$ cat src/rtl/mux32_rr_arbiter_pkg.sv
// Shared state encodings and requester indices for the two-way round-robin mux arbiter.
package mux32_rr_arbiter_pkg;

  typedef enum logic {
    EMPTY = 1'b0,
    FULL  = 1'b1
  } state_e;

  localparam logic REQ0 = 1'b0;
  localparam logic REQ1 = 1'b1;

endpackage

$ cat src/rtl/mux32_rr_arbiter_mux.sv
// Byte-sliced 2-to-1 word muxes: select=0 passes in1, select=1 passes in2.
module Mux8Bit_2To1 (
  output logic [7:0] out,
  input  logic       select,
  input  logic [7:0] in1,
  input  logic [7:0] in2
);
  assign out = select ? in2 : in1;
endmodule

module Mux32Bit_2To1 (
  output logic [31:0] out,
  input  logic        select,
  input  logic [31:0] in1,
  input  logic [31:0] in2
);
  for (genvar i = 0; i < 4; i++) begin : g_slice
    Mux8Bit_2To1 u_slice (
      .out    (out[i*8 +: 8]),
      .select (select),
      .in1    (in1[i*8 +: 8]),
      .in2    (in2[i*8 +: 8])
    );
  end
endmodule

$ cat src/rtl/mux32_rr_arbiter_pick.sv
// Combinational two-way round-robin picker; on a tie the requester not granted last wins.
module rr_pick2 (
  input  logic req0,
  input  logic req1,
  input  logic last_grant,
  output logic winner,
  output logic any_req
);
  import mux32_rr_arbiter_pkg::*;

  always_comb begin
    winner = REQ0;
    if (req0 && req1) winner = ~last_grant;
    else if (req1)    winner = REQ1;
    any_req = req0 | req1;
  end
endmodule

$ cat src/rtl/mux32_rr_arbiter.sv
// Two requesters share one word mux into a single-entry output register drained by valid/ready.
module mux32_rr_arbiter #(
  parameter int WIDTH      = 32,
  parameter int FIRST_PRIO = 0
) (
  input  logic             clk,
  input  logic             reset,
  input  logic             req0,
  input  logic [WIDTH-1:0] data0,
  output logic             gnt0,
  input  logic             req1,
  input  logic [WIDTH-1:0] data1,
  output logic             gnt1,
  output logic             mux_sel,
  output logic             out_valid,
  output logic [WIDTH-1:0] out_data,
  output logic             out_src,
  input  logic             out_ready
);
  import mux32_rr_arbiter_pkg::*;

  // Seeding last_grant with the opposite index makes FIRST_PRIO win the first tie.
  localparam logic LAST_GRANT_RST = (FIRST_PRIO == 0) ? 1'b1 : 1'b0;

  if (WIDTH % 8 != 0) begin : g_bad_width
    $error("WIDTH must be a multiple of 8");
  end

  state_e           state_q, state_d;
  logic [WIDTH-1:0] out_data_q, out_data_d;
  logic             out_src_q, out_src_d;
  logic             last_grant_q, last_grant_d;

  logic             winner, any_req, can_accept, grant;
  logic [WIDTH-1:0] mux_out;

  rr_pick2 u_pick (
    .req0       (req0),
    .req1       (req1),
    .last_grant (last_grant_q),
    .winner     (winner),
    .any_req    (any_req)
  );

  // With no request pending the select parks on the last winner instead of toggling.
  assign mux_sel = any_req ? winner : last_grant_q;

  if (WIDTH == 32) begin : g_mux32
    Mux32Bit_2To1 u_mux (
      .out    (mux_out),
      .select (mux_sel),
      .in1    (data0),
      .in2    (data1)
    );
  end else begin : g_mux_slices
    for (genvar i = 0; i < WIDTH / 8; i++) begin : g_slice
      Mux8Bit_2To1 u_slice (
        .out    (mux_out[i*8 +: 8]),
        .select (mux_sel),
        .in1    (data0[i*8 +: 8]),
        .in2    (data1[i*8 +: 8])
      );
    end
  end

  assign out_valid  = (state_q == FULL);
  assign can_accept = (state_q == EMPTY) | (out_valid & out_ready);
  assign gnt0       = ~reset & can_accept & req0 & (winner == REQ0);
  assign gnt1       = ~reset & can_accept & req1 & (winner == REQ1);
  assign grant      = gnt0 | gnt1;
  assign out_data   = out_data_q;
  assign out_src    = out_src_q;

  // A load on the same edge as a drain keeps the register FULL for 1 word/cycle.
  always_comb begin
    state_d      = state_q;
    out_data_d   = out_data_q;
    out_src_d    = out_src_q;
    last_grant_d = last_grant_q;
    if (grant) begin
      state_d      = FULL;
      out_data_d   = mux_out;
      out_src_d    = winner;
      last_grant_d = winner;
    end else if (out_valid && out_ready) begin
      state_d = EMPTY;
    end
  end

  always_ff @(posedge clk or posedge reset) begin
    if (reset) begin
      state_q      <= EMPTY;
      out_data_q   <= '0;
      out_src_q    <= 1'b0;
      last_grant_q <= LAST_GRANT_RST;
    end else begin
      state_q      <= state_d;
      out_data_q   <= out_data_d;
      out_src_q    <= out_src_d;
      last_grant_q <= last_grant_d;
    end
  end

endmodule

$ cat config.mk
export PLATFORM = sky130hd
export DESIGN_NAME = mux32_rr_arbiter
export DESIGN_NICKNAME = d
export VERILOG_FILES = /design/src/rtl/mux32_rr_arbiter_pkg.sv /design/src/rtl/mux32_rr_arbiter_mux.sv /design/src/rtl/mux32_rr_arbiter_pick.sv /design/src/rtl/mux32_rr_arbiter.sv
export SDC_FILE = /design/constraint.sdc
export NUM_CORES = 1
export LEC_CHECK = 0
export ABC_AREA = 1
export BUFFER_PORTS_ARGS = -buffer_cell sky130_fd_sc_hd__buf_2
export CELL_PAD_IN_SITES_DETAIL_PLACEMENT = 1
export CELL_PAD_IN_SITES_GLOBAL_PLACEMENT = 2
export CORE_MARGIN = 2
export CORE_UTILIZATION = 20
export CTS_CLUSTER_DIAMETER = 50
export DETAILED_ROUTE_END_ITERATION = 12
export PLACE_DENSITY_LB_ADDON = 0.05
export SKIP_CTS_REPAIR_TIMING = 1
export SYNTH_ARGS = -nofsm -noshare
export SYNTH_HDL_FRONTEND = slang
export SYNTH_SLANG_ARGS = --single-unit
$ cat constraint.sdc
create_clock -name clk -period 2 [get_ports clk]
set_input_delay 0.4 -clock clk [delete_from_list [all_inputs] [get_ports clk]]
set_output_delay 0.4 -clock clk [all_outputs]
set_load 0.02 [all_outputs]
==> flow_metrics.tcl <==
set metrics [dict create \
    outcome "finished clean" \
    path_buf_inv 3 \
    grt_pass1_wl_mm 10.8 \
    p_leak_nw 1.62 \
    dp_hpwl_mm 5.00 \
    viasPerCell 4.16 \
    max_freq_mhz 540 \
    numPortBuffers 105 \
    yosys.area.top_type "dfrtp_1" \
    areaGrowthSynthToFinish_pct 39.3 \
    hold_viol 0 \
    multi_input_area_um2 900 \
    synth_top_family_by_area "simple AND/OR/NAND/NOR gates" \
    drt-total-wl_mm 6.95 \
    io_pins 106 \
    finalSetupViolations 0 \
    ys_warn_count 0 \
    final_cell_area_mm2 0.00268 \
    critical_path.cell_chain "nand2_2 -> buf_4 -> nand2_2 -> inv_1 -> buf_2" \
    synth-seq-cells 35 \
    synth_cells 269 \
    ff_latch_area_um2 877 \
    slowest_delay_ns 0.57 \
    synth_commonest_cells "nand2_1, nand3_1, dfrtp_1, buf_2, inv_1" \
    cp_top_family "flip-flops" \
    core_mm2 0.00928 \
    fin_crit_ns 1.85 \
    min_path_type "in -> async" \
    ir_worst_vdd_mv 0.272 \
    num_antenna_cells 0 \
    crit_path_start_kind "register" \
    drc 0 \
    vias 2099 \
    finalCritPeriodShare_pct 92.6 \
    place.gp.congestion 0.675 \
    synth_edf_count 0 \
    cts_buffer_depth 2 \
    max_cap_viol_count 0 \
    avgSynthCellArea_um2 7.15 \
    htreeDepth 2 \
    avgRoutedWirePerCell_um 13.8 \
    ys_seq_area_share_pct 45.6 \
    yosys.area_share.xor_xnor_pct 0 \
    reg2reg_depth 7 \
    antenna_found_initial 0 \
    cp_max_fo 19 \
    synth_top_area_share_pct 44.2 \
    fp.dieH_um 102 \
    cts.sink_count 35 \
    die_w_um 102 \
    cp_data_arrival_time_ns 1.45 \
    synthMostInstantiatedCell "nand2_1" \
    synth_nets 338 \
    grt_usage_pct 13.6 \
    tightest_slew_ns 0.301 \
    cts_root_buf "clkbuf_8" \
    relSlewSlack_pct 80.0 \
    firstDrtPassIters 4 \
    tns_ns 0 \
    grt_max_degree 33 \
    ant_nets 0 \
    rsz0062_at_grt "no" \
    num_rows 35 \
    synthFlopType "dfrtp_1" \
    dieArea_mm2 0.0104 \
    slew_viol_final 0 \
    synth.distinct_cells 16 \
    synth_compound_gate_area_share_pct 1.11 \
    layout-drive-gt1-share_pct 35.6 \
    cpMaxStageDelayCell "dfstp_2" \
    timing.critical_path.mode_cell "nand2_2" \
    fill_cells 1207 \
    start_util_pct 20.7 \
    cp.depth 5 \
    drtIter0Drc 35 \
    power-per-cell-area_mw_per_mm2 950 \
    path_class "reg -> out" \
    grt_pass1_vias 2070 \
    cts_tree "built" \
    synthAdderAreaFrac_pct 0 \
    yosys.area_share.simple_pct 45.6 \
    clk_latency_ns 0.29 \
    fin_nets 444 \
    netlist_area_mm2 0.00192 \
    synth_mux_area_share_pct 0 \
    cp-end-kind "output port" \
    clock_skew_ns 0.00910 \
    synthArstFlopShare_pct 100 \
    grt-ovfl-total 0 \
    clk_transition_reported_paths_ns 0.07 \
    synth.area.top_cells "dfrtp_1, nand2_1, nand3_1" \
    cts_made_buffers 5 \
    place_area_mm2 0.00260 \
    cp.required_ns 1.60 \
]
power by group:
part           switching (mW)  internal (mW)  total [mW]
clock                   0.253          0.244       0.498
combinational           0.686          0.374        1.06
sequential              0.100          0.888       0.988
total                    1.04           1.51        2.55
path summary, 6_finish.rpt:
| kind | from | endpoint | slack (ns) |
|---|---|---|---|
| worst max-delay path | last_grant_q$_DFFE_PP1P_ | mux_sel | 0.15 |
| worst min register to register | out_src$_DFFE_PP0P_ | out_src$_DFFE_PP0P_ | 0.47 |
| max in group asynchronous | reset | last_grant_q$_DFFE_PP1P_ | 1.51 |
| worst min-delay path | reset | out_data[18]$_DFFE_PP0P_ | 0.20 |
| min in group clk | data0[0] | out_data[0]$_DFFE_PP0P_ | 0.39 |
| worst max register to register | last_grant_q$_DFFE_PP1P_ | out_data[3]$_DFFE_PP0P_ | 0.45 |
worst reg2reg max path, cell delays in order (launching register included):
cell and delay, ns:
dfstp_2 0.57, nand2_2 0.08, nand2_2 0.10, inv_2 0.06
nand2_4 0.14, buf_4 0.33, nand3_1 0.13, nand2_1 0.09
layout by cell type (no fill, tap or decap):
cell type,instances
clkbuf_1,2
a21oi_4,1
nand2_1,134
dfrtp_1,34
buf_4,11
nor2_1,1
clkinv_2,1
buf_12,1
clkbuf_8,5
nand2_4,1
clkinvlp_4,1
inv_2,2
a21oi_1,1
inv_1,5
buf_2,105
nand2_2,4
dfstp_2,1
nand3_2,1
nand3_1,65
cells by family (layout without fill, tap and decap cells):
group,count (synthesis),in the layout
AND/OR/NAND/NOR,206,206
flip-flops,35,35
buffers and inverters,26,133
AO/OA/AOI/OAI,2,2
registers in the layout, summed over array words and instances, names as in the netlist:
signal        cells
out_data         32
out_valid         1
out_src           1
last_grant_q      1
area by class of cell:
cell class	instances	area share, %
clock inverter	1	0.187
sequential	35	32.7
inverter	8	1.26
multi-input combinational	208	33.6
timing repair buffer	117	23.4
tap	129	6.02
clock buffer	7	2.85
per-layer routing:
metal,vias to the layer above,share of wire (%),track usage [%]
met5,-,0,0
li1,1065,-,-
met2,64,44,20.9
met4,0,1.1,3.69
met3,7,5.0,3.08
met1,963,50,19.3
through the flow:
stage / hold WS, ns / power, mW / instances / util, % / setup slack [ns]
3_3_place_gp: 0.473 / 2.09 / 497 / 28.0 / 0.397
2_1_floorplan: 0.359 / 1.67 / 269 / - / 0.0317
3_5_place_dp: 0.462 / 2.10 / 497 / 28.0 / 0.392
4_1_cts: 0.198 / 2.62 / 505 / 28.9 / 0.116
6_report: 0.196 / 2.55 / 505 / 28.9 / 0.147
5_1_grt: 0.214 / 2.76 / 505 / 28.9 / 0.0414
Power figures use the tool's default switching activity.
